$ cat src/rtl/arith_result_stage.sv
// arith_result_stage: registered result stage after the 32-bit add/subtract unit.
// Captures z/cout through a valid/ready handshake and derives {N, Z, C, V}.
// A 2-entry skid buffer (main + skid) sustains one transfer per cycle
// under backpressure. A saturating counter tracks accepted overflow results.
module arith_result_stage #(
    parameter int unsigned WIDTH = 32,
    parameter int unsigned CNT_W = 8
) (
    input  logic             clk,
    input  logic             reset_n,
    input  logic             in_valid,
    output logic             in_ready,
    input  logic [WIDTH-1:0] z,
    input  logic             cout,
    input  logic             ctrl,
    input  logic             a_msb,
    input  logic             b_msb,
    output logic             out_valid,
    input  logic             out_ready,
    output logic [WIDTH-1:0] out_z,
    output logic [3:0]       out_flags,
    input  logic             clr_count,
    output logic [CNT_W-1:0] ovf_count
);

    typedef enum logic [1:0] {
        EMPTY = 2'd0,
        ONE   = 2'd1,
        TWO   = 2'd2
    } state_t;

    state_t           state;
    logic [WIDTH-1:0] main_z;
    logic [3:0]       main_flags;
    logic [WIDTH-1:0] skid_z;
    logic [3:0]       skid_flags;

    logic             accept;
    logic             deliver;
    logic             in_n;
    logic             in_zf;
    logic             in_v;
    logic [3:0]       in_flags;

    assign in_ready  = (state != TWO);
    assign out_valid = (state != EMPTY);
    assign accept    = in_valid & in_ready;
    assign deliver   = out_valid & out_ready;
    assign out_z     = main_z;
    assign out_flags = main_flags;

    // Condition flags for the incoming result; b_msb arrives uninverted,
    // so subtract overflow needs the operand signs to differ.
    always_comb begin
        in_n  = z[WIDTH-1];
        in_zf = (z == '0);
        if (ctrl == 1'b0) begin
            in_v = (a_msb == b_msb) & (z[WIDTH-1] != a_msb);
        end else begin
            in_v = (a_msb != b_msb) & (z[WIDTH-1] != a_msb);
        end
        in_flags = {in_n, in_zf, cout, in_v};
    end

    // Skid-buffer FSM: main register drives outputs, skid holds the second entry.
    always_ff @(posedge clk or negedge reset_n) begin
        if (!reset_n) begin
            state      <= EMPTY;
            main_z     <= '0;
            main_flags <= '0;
            skid_z     <= '0;
            skid_flags <= '0;
        end else begin
            case (state)
                EMPTY: begin
                    if (accept) begin
                        main_z     <= z;
                        main_flags <= in_flags;
                        state      <= ONE;
                    end
                end
                ONE: begin
                    if (accept && !deliver) begin
                        skid_z     <= z;
                        skid_flags <= in_flags;
                        state      <= TWO;
                    end else if (!accept && deliver) begin
                        state <= EMPTY;
                    end else if (accept && deliver) begin
                        main_z     <= z;
                        main_flags <= in_flags;
                    end
                end
                TWO: begin
                    if (deliver) begin
                        main_z     <= skid_z;
                        main_flags <= skid_flags;
                        state      <= ONE;
                    end
                end
                default: begin
                    state <= EMPTY;
                end
            endcase
        end
    end

    // Saturating overflow counter; clear takes priority over increment.
    always_ff @(posedge clk or negedge reset_n) begin
        if (!reset_n) begin
            ovf_count <= '0;
        end else if (clr_count) begin
            ovf_count <= '0;
        end else if (accept && in_v && (ovf_count != '1)) begin
            ovf_count <= ovf_count + 1'b1;
        end
    end

endmodule

$ cat config.mk
export PLATFORM = sky130hd
export DESIGN_NAME = arith_result_stage
export DESIGN_NICKNAME = d
export VERILOG_FILES = /design/src/rtl/arith_result_stage.sv
export SDC_FILE = /design/constraint.sdc
export NUM_CORES = 1
export LEC_CHECK = 0
export ABC_CLOCK_PERIOD_IN_PS = 2900
export CORE_MARGIN = 3
export CORE_UTILIZATION = 50
export CTS_CLUSTER_DIAMETER = 120
export DETAILED_ROUTE_END_ITERATION = 10
export PLACE_DENSITY = 0.8
export RECOVER_POWER = 50
export SLEW_MARGIN = 10
export SYNTH_ARGS = -nofsm -noshare
export SYNTH_HDL_FRONTEND = slang
export SYNTH_SLANG_ARGS = --single-unit
$ cat constraint.sdc
create_clock -name clk -period 2.9 [get_ports clk]
set_input_delay 0.58 -clock clk [delete_from_list [all_inputs] [get_ports clk]]
set_output_delay 0.58 -clock clk [all_outputs]
set_load 0.005 [all_outputs]
==> flow_summary.json <==
{
  "status": "finished, violations left",
  "violations": "capacitance limit, slew limit",
  "hold_buffers": 0,
  "crit_path_start_kind": "flop",
  "r2r-end": "out_z[4]",
  "n_antenna_cell": 0,
  "dieHeight_um": 91.6,
  "yosys.area.top_type": "dfrtp_1",
  "finalCritPeriodShare_pct": 91.1,
  "first_global_vias": 2938,
  "critPathArrivalTime_ns": 2.91,
  "die-area_um2": 8390,
  "ys_seq_elements": 80,
  "grt_usage_pct": 20.9,
  "path_clk_slew_ns": 0.08,
  "netlist-cell-type-count": 39,
  "p_per_area_nw_per_um2": 958,
  "cts_resized": 0,
  "antenna_left": 0,
  "synth_xor_area_share_pct": 0.239,
  "routedWlPerCell_um": 15.6,
  "holdCritPathClass": "reg -> reg",
  "hp-start": "skid_flags[0]",
  "peakVddDrop_mv": 0.574,
  "cts_root_buf": "clkbuf_8",
  "power_mw": 4.60,
  "vias": 2938,
  "placed_cells_incl_taps": 521,
  "core_area_um2": 6940,
  "fill_cells": 537,
  "avgSynthCellArea_um2": 10.4,
  "fin_skew_ns": 0.00904,
  "final_cell_mix": "80 x dfrtp_1, 74 x nand2_1, 65 x clkdlybuf4s50_1, 36 x mux2_2, 36 x nor2_1",
  "clkLatencyLatePin_ns": 0.35,
  "cts.path.max_buffers": 2,
  "synth_top_area_share_pct": 54.7,
  "fp.dieW_um": 91.6,
  "regArea_um2": 2000,
  "yosysWarnings": 0,
  "dr.first_iter.drc_count": 134,
  "rrSetupSlack_ns": 0.26,
  "min_path_cells": 2,
  "leakagePower_nw": 1.98,
  "relSlewSlack_pct": -27.9,
  "pin_count": 87,
  "synth_top_family_by_area": "simple AND/OR/NAND/NOR gates",
  "hold_end": "skid_flags[0]",
  "synthAdderAreaFrac_pct": 1.37,
  "gr-total-overflow": 0,
  "finalCriticalPeriod_ns": 2.64,
  "worstMarginPinSlew_ns": 1.92,
  "path_max_fanout": 57,
  "hold_violations": 0,
  "critPathCaptureType": "flop",
  "layout-drive-gt1-share_pct": 15.4,
  "remaining_drc_errors": 0,
  "multiInputGateArea_um2": 1500,
  "wl_um": 8390,
  "clock-sinks": 80,
  "yosys.area_share.simple_pct": 17.6,
  "final_common_cell": "dfrtp_1",
  "grt_pass1_wl_um": 14100,
  "initial_core_util_pct": 52.7,
  "synth_area_um2": 3660,
  "cts_tree": "done",
  "io_buffers": 86,
  "rsz0062_at_grt": "no",
  "regToRegStartpoint": "state[0]",
  "htree_levels": 3,
  "post_cts_buffers": 0,
  "setup_viol": 0,
  "place_ws_ns": -0.0243,
  "synth_fp_nets": 396,
  "numCtsBuffers": 9,
  "cap_violations": 1,
  "syn2layout_area_growth_pct": 31.2,
  "firstDrtPassIters": 5,
  "setup_slack_ns": 0.257,
  "syn_inst": 351,
  "rr_worst_depth": 9,
  "final_cells": 537,
  "synthMuxAreaShare_pct": 11.6,
  "fmax_mhz": 378,
  "synth-compound-area-share_pct": 10.1,
  "required_ns": 3.16,
  "antenna_found_initial": 0,
  "num_rows": 30,
  "place_area_um2": 4600,
  "grt_max_degree": 81,
  "nets": 481,
  "place_congestion": 0.781,
  "worstSetupPathType": "reg -> reg",
  "yosys-top-cells-area": "dfrtp_1 55%, mux2_2 11%, nand2_1 7.6%",
  "via_per_inst": 5.47,
  "drv_slew": 81,
  "seq_area_frac_synth_pct": 54.7,
  "detailed_place_hpwl_um": 5760,
  "final_area_um2": 4800
}
-- Yosys cell counts, drive strengths merged --
master / number
or4: 4
a21oi: 6
o311ai: 1
o211ai: 1
nand3: 1
inv: 7
nand4: 4
nor2: 36
mux2i: 2
xor2: 1
dfrtp: 80
nor3: 1
or4b: 1
nand2: 75
o22ai: 1
nor2b: 6
a211oi: 1
clkbuf: 9
o21a: 1
o31ai: 4
a31oi: 33
nand2b: 1
or2: 1
or3b: 2
or3: 1
o2111ai: 1
ha: 4
mux2: 36
buf: 12
a221oi: 1
nor4: 11
o21ai: 6
-- metrics by stage --
stage,TNS [ns],hold WS [ns],utilization [%]
detailed placement,-0.0245,0.475,66.3
global placement,0,0.462,66.3
finish,0,0.490,69.2
global route,0,0.517,69.2
CTS,0,0.429,69.3
floorplan,0,0.284,-
-- critical path, stage by stage, from the launching register on --
cell      delay, ns
dfrtp_1        0.49
or2_2          0.36
nand2_1        0.09
inv_1          0.06
ha_1           0.17
or4b_4         0.50
a221oi_4       0.34
buf_12         0.28
nor2_1         0.08
a31oi_1        0.17
-- power breakdown --
part	internal [mW]	switching (mW)	total [mW]
clock network	0.447	0.403	0.850
logic	1.02	0.814	1.84
registers	1.63	0.287	1.91
-- sequential cells by signal, summed over array words and instances (netlist names) --
register / cells
out_flags: 3
out_z: 32
ovf_count: 8
skid_flags: 3
skid_z: 32
state: 2
-- layout make-up --
| class | count | area share [%] |
|---|---|---|
| Multi-Input combinational cell | 243 | 31.2 |
| Timing Repair Buffer | 95 | 19.7 |
| Sequential cell | 80 | 41.7 |
| Inverter | 7 | 0.547 |
| Clock buffer | 12 | 3.23 |
| Clock inverter | 4 | 1.07 |
| Tap cell | 96 | 2.50 |
-- worst max-delay path by stage --
stage | from | end
2_1_floorplan | state[0] | out_flags[1]
3_3_place_gp | in_valid | out_z[15]
3_5_place_dp | in_valid | out_z[4]
4_1_cts | state[0] | out_z[4]
5_1_grt | state[0] | out_flags[1]
6_report | state[0] | out_z[4]
-- kinds of logic (layout without fill, tap and decap cells) --
logic type	Yosys count	after routing
simple gates	144	144
xor+xnor	1	1
compound gates	56	56
buf+inv	28	118
fa+ha+maj	4	4
mux	38	38
flops	80	80
-- routing by layer --
layer	wire (µm)	vias to the layer above	GRT usage (%)
met5	0	-	0
met4	136	0	7.91
met3	472	16	4.56
met2	4060	93	34.3
met1	3720	1431	27.2
li1	-	1398	-
Note: power is estimated with default switching activity, not from simulation.
==> edit 1 (same settings) <==
Make the reset (`reset_n`) synchronous in 2 clocked blocks.
--- a/src/rtl/arith_result_stage.sv
+++ b/src/rtl/arith_result_stage.sv
@@ -63,7 +63,7 @@
     end
 
     // Skid-buffer FSM: main register drives outputs, skid holds the second entry.
-    always_ff @(posedge clk or negedge reset_n) begin
+    always_ff @(posedge clk) begin
         if (!reset_n) begin
             state      <= EMPTY;
             main_z     <= '0;
@@ -106,7 +106,7 @@
     end
 
     // Saturating overflow counter; clear takes priority over increment.
-    always_ff @(posedge clk or negedge reset_n) begin
+    always_ff @(posedge clk) begin
         if (!reset_n) begin
             ovf_count <= '0;
         end else if (clr_count) begin
Formal check against the unedited RTL: differs if reset_n is asserted again (counterexample within 4 cycles, from zero or initial values and one cycle with reset_n low); with reset_n held inactive, the same outputs for 4 cycles.
==> edit 1 against the unedited design <==
- final area is 5.7% lower
- synthesized area shrank 6.1%
- sequential share of layout area down 6.3 points
- worst setup slack better by 0.41 ns
- routed wire length increased by 2.6%
- sequential cell count stayed put
- final cell count up 9.3%
- first-iteration DRC count rose by 91%
Power is not compared: it rests on default switching activity, and its combinational part moved more than twofold at a synthesized area within 25%.
==> edit 1: results (changes against the unedited design) <==
stage,metric,value,unit,change
worst_setup_path,crit_path_max_fanout,60,,+5.3%
logic_synthesis,synth.top_cells.by_count,"nand2_1 (140), dfxtp_1 (80), nor2_1 (38), a311oi_1 (34), a21oi_1 (31)",,
place,dpl_cell_area,4340,um2,-5.8%
place,dpl.hpwl,5880,um,+2.1%
place,gp_congestion,0.849,,+8.7%
routing,firstDrtPassIters,5,,unchanged
global_routing,antenna_found_initial,0,,unchanged
worst_hold_path,whs_endpoint,skid_z[17]$_SDFFE_PN0P_,,
global_routing,grt_max_degree,61,,-25%
worst_setup_path,crit_path_end,out_flags[2]$_SDFFE_PN0P_,,
worst_setup_path,r2r_cells,6,,-3
worst_setup_path,startpoint,reset_n,,
cells_and_area,fillers,537,,unchanged
global_routing,grt_pass1_vias,2976,,+1.3%
place,portBuffers,86,,unchanged
timing,relSlewSlack,0.271,,+0.551
logic_synthesis,synthArstFlopShare,0,,-1.00
cells_and_area,layout-drive-gt1-share,0.0588,,-0.0954
worst_setup_path,r2r-end,ovf_count[5]$_SDFFE_PP0P_,,
routing,wirelength,8610,um,+2.6%
outcome,status,"complete, no violations",,
cts,root_buffer,clkbuf_8,,
routing,first_iter_violations,256,,+91%
global_routing,grt_pass1_wl,14000,um,-0.88%
logic_synthesis,ys.flop_type,dfxtp_1,,
routing,avgViaCountPerCell,5.64,,+3.0%
logic_synthesis,synth.net_count,474,,+20%
cts,ctsHtreeMaxLevel,3,,unchanged
worst_hold_path,hp-start,skid_z[17]$_SDFFE_PN0P_,,
timing,hold_slack,0.461,ns,-0.0286 ns
worst_hold_path,hold_depth,2,,unchanged
cts,clk_pin_slew_worst_paths,0.08,ns,about the same
cts,cts_buffer_depth,2,,unchanged
cts,cts_resized,0,,unchanged
worst_setup_path,rr_startpoint,state[0]$_SDFFE_PN0P_,,
cells_and_area,nNetsFinal,547,,+14%
power_and_ir_drop,power_leakage,1.75,nW,
logic_synthesis,yosysSeqAreaShare,0.466,,-0.0810
timing,skew,0.00513,ns,-0.00391 ns
global_routing,grt_use_total,0.223,,+0.0133
logic_synthesis,synth_area_leaders,"dfxtp_1 (47%), nand2_1 (15%), a311oi_1 (8.7%)",,
logic_synthesis,netlist-cell-type-count,43,,+10%
worst_setup_path,reg2reg_slack,0.78,ns,+0.52 ns
## edit 1: cell types whose count changed in the layout (fill, tap and decap cells not counted), moves of 4 or more
cell and delta:
a21boi_0 +11, nand2_1 +66, o21ai_0 -4, a311oi_1 +34
a21oi_1 +25, nand3_1 +5, dlygate4sd3_1 +26, clkdlybuf4s50_1 -25
dfxtp_1 +80, dfrtp_1 -80, a31oi_1 -31, inv_1 -5
mux2_2 -36
## edit 1: per-stage QoR
step,cells,power [W],worst slack [ns]
2_1_floorplan,432,0.00139,0.941
3_3_place_gp,571,0.00160,0.488
3_5_place_dp,571,0.00161,0.421
4_1_cts,587,0.00247,0.753
5_1_grt,587,0.00254,0.443
6_report,587,0.00244,0.667
## edit 1: area by class of cell
class / count / area [um2] / share of cell area
Multi-Input combinational cell: 316 / 1680 / 0.371
Sequential cell: 80 / 1600 / 0.353
Timing Repair Buffer: 96 / 933 / 0.206
Clock buffer: 11 / 131 / 0.0290
Tap cell: 77 / 96.3 / 0.0213
Clock inverter: 5 / 81.3 / 0.0179
Inverter: 2 / 7.51 / 0.00166
## edit 1: metal layers
| layer | wire [um] | share of wire | track usage | vias up |
|---|---|---|---|---|
| met5 | 0 | 0 | 0 | - |
| met2 | 4090 | 0.48 | 0.354 | 98 |
| met4 | 135 | 0.016 | 0.0825 | 0 |
| met3 | 432 | 0.050 | 0.0369 | 14 |
| li1 | - | - | - | 1652 |
| met1 | 3950 | 0.46 | 0.305 | 1545 |
## edit 1: worst max-delay path, cell delays in order
cell	delay, ns
dlygate4sd3_1	0.87
clkinv_1	0.11
buf_2	0.47
a2111oi_1	0.40
## edit 1: kinds of logic (layout without fill, tap and decap cells)
| group | count (synthesis) | in the layout | synth area share |
|---|---|---|---|
| simple gates | 218 | 218 | 0.266 |
| fa+ha+maj | 1 | 1 | 0.00364 |
| mux | 4 | 4 | 0.0131 |
| flops | 80 | 80 | 0.466 |
| buf+inv | 36 | 114 | 0.0498 |
| compound gates | 92 | 92 | 0.199 |
| xor+xnor | 1 | 1 | 0.00255 |
## edit 1: power by group through the flow
stage	Clock, W	Combinational, W	Sequential, W
after detailed placement	0	0.000385	0.00122
final	0.000880	0.000362	0.00119
after global placement	0	0.000377	0.00122
after global routing	0.000939	0.000403	0.00120
after floorplan	0	0.000174	0.00122
after CTS	0.000892	0.000386	0.00120
==> edit 2 (same settings) <==
Without the edit above. Change the parameter `CNT_W` from 8 to 9.
--- a/src/rtl/arith_result_stage.sv
+++ b/src/rtl/arith_result_stage.sv
@@ -4,7 +4,7 @@
 // under backpressure. A saturating counter tracks accepted overflow results.
 module arith_result_stage #(
     parameter int unsigned WIDTH = 32,
-    parameter int unsigned CNT_W = 8
+    parameter int unsigned CNT_W = 9
 ) (
     input  logic             clk,
     input  logic             reset_n,
Interface: changed (resized ovf_count); port bits go from 87 to 88. The function was not compared with the original's and may differ.
==> edit 2 against the unedited design <==
- the flow still finishes with violations (capacitance limit, slew limit)
- routed wire length shrank 1.0%
- final area grew 1.1%
- synthesized area shrank 0.17%
- critical path type is now register to output port
- largest power group unchanged
- total power shrank 0.98%
- maximum frequency grew 1.4%
- via count shrank 1.3%
- critical path depth shrank 5
- core utilization grew 0.77 points
- critical endpoint is now in_ready
- sequential cell count grew 1
- worst setup slack gained 0.037 ns
==> edit 2: results (changes against the unedited design) <==
stage,metric,value,unit,change
outcome,violations,"capacitance limit, slew limit",,
logic_synthesis,syn_area_per_cell,10.3,um2,-1.0%
cells_and_area,layout-drive-gt1-share,0.145,,-0.00907
routing,wl_met3,432,um,-8.5%
power_and_ir_drop,p_per_area,938,nW/um2,-2.1%
outcome,status,"finished, violations left",,
power_and_ir_drop,finalPower,0.00456,W,-0.98%
timing,slew_viol_final,82,,+1.2%
global_routing,gr-total-overflow,0,,unchanged
global_routing,grt_util_met3,0.0613,,+0.0157
place,dpl_cell_area,4640,um2,+0.79%
place,pre_cts_slack,0.187,ns,+0.211 ns
power_and_ir_drop,clk-power,0.000983,W,+16%
routing,drt-met1-wl,3510,um,-5.6%
cells_and_area,nNetsFinal,483,,+0.42%
routing,firstDrtPassIters,4,,-1
worst_setup_path,arrival,2.03,ns,-0.88 ns
logic_synthesis,synth_area_leaders,"dfrtp_1 (55%), mux2_2 (11%), nand2_1 (7.7%)",,
worst_setup_path,crit_path_max_fanout,39,,-32%
global_routing,grt_use_total,0.207,,-0.00255
routing,num_vias,2900,,-1.3%
place,gp_congestion,0.759,,-2.8%
timing,relSlewSlack,-0.296,,-0.0162
power_and_ir_drop,vdd_ir_drop_max,0.000424,V,-26%
global_routing,grt_pass1_wl,13800,um,-2.1%
logic_synthesis,synth.top_cells.by_count,"dfrtp_1 (81), nand2_1 (75), nor2_1 (38), mux2_2 (35), a31oi_1 (33)",,
place,post-place-cells,522,,+0.19%
logic_synthesis,synth_fa_ha_area_frac,0.0171,,+0.00345
global_routing,use_met2,0.355,,+0.0128
logic_synthesis,netlist-cell-type-count,31,,-21%
cts,post-cts-setup-buffers,0,,unchanged
logic_synthesis,yosysSeqAreaShare,0.554,,+0.00778
cells_and_area,n_antenna_cell,0,,unchanged
cells_and_area,fillers,519,,-3.4%
logic_synthesis,synth_compound_area_frac,0.0880,,-0.0128
routing,met2_length,4280,um,+5.4%
place,portBuffers,87,,+1.2%
power_and_ir_drop,switching_power,0.00142,W,-5.9%
run,max-cap-violations,1,,unchanged
place,dpl.hpwl,5690,um,-1.2%
timing,skew,0.00810,ns,-0.000943 ns
cts,numCtsBuffers,9,,unchanged
global_routing,grt.met1_usage,0.248,,-0.0234
logic_synthesis,synth_mux_area_frac,0.121,,+0.00533
power_and_ir_drop,power_leakage,2.01,nW,+1.7%
routing,first_iter_violations,110,,-18%
logic_synthesis,synthArstFlopShare,1.00,,unchanged
power_and_ir_drop,power_frac_comb,0.370,,-0.030
cts,insertion_delay,0.35,ns,about the same
global_routing,grt_max_degree,82,,+1.2%
logic_synthesis,synth-xor-area-share,0.00240,,+0.00000409
[edit 2: cell types whose count changed after synthesis, moves of 3 or more]
cell	unedited run	this run
nand2b_1	1	4
buf_2	2	10
o21ai_0	6	3
mux2i_1	2	5
buf_6	7	1
[edit 2: worst max-delay path: stages, from the launching register on]
cell and delay (ns):
dfrtp_1 0.43, nor2b_1 0.17, clkinv_1 0.08, buf_4 0.40, clkdlybuf4s50_1 0.60
[edit 2: path summary, 6_finish.rpt]
| kind | startpoint | endpoint | slack, ns | cells after the start |
|---|---|---|---|---|
| max | state[1]$_DFFE_PN0P_ | in_ready | 0.29 | 4 |
| min | skid_flags[0]$_DFFE_PN0P_ | skid_flags[0]$_DFFE_PN0P_ | 0.48 | 2 |
| max reg2reg | state[0]$_DFFE_PN0P_ | skid_z[6]$_DFFE_PN0P_ | 0.31 | 8 |
| min reg2reg | skid_flags[0]$_DFFE_PN0P_ | skid_flags[0]$_DFFE_PN0P_ | 0.48 | 2 |
| max in group asynchronous | reset_n | skid_z[17]$_DFFE_PN0P_ | 1.00 | 1 |
| min in group asynchronous | reset_n | out_z[3]$_DFFE_PN0P_ | 0.77 | 1 |
[edit 2: kinds of logic (layout without fill, tap and decap cells)]
logic type      after synthesis  after routing
simple gates                148            148
flops                        81             81
compound gates               51             51
mux                          40             40
buf+inv                      28            115
fa+ha+maj                     5              5
xor+xnor                      1              1
[edit 2: cell type report]
| type | count | share of cell area |
|---|---|---|
| clock buffers | 9 | 0.0255 |
| clock inverters | 6 | 0.0237 |
| inverters | 6 | 0.00464 |
| multi-input cells | 245 | 0.313 |
| flip-flops and latches | 81 | 0.417 |
| well taps | 96 | 0.0247 |
| repair buffers | 94 | 0.191 |
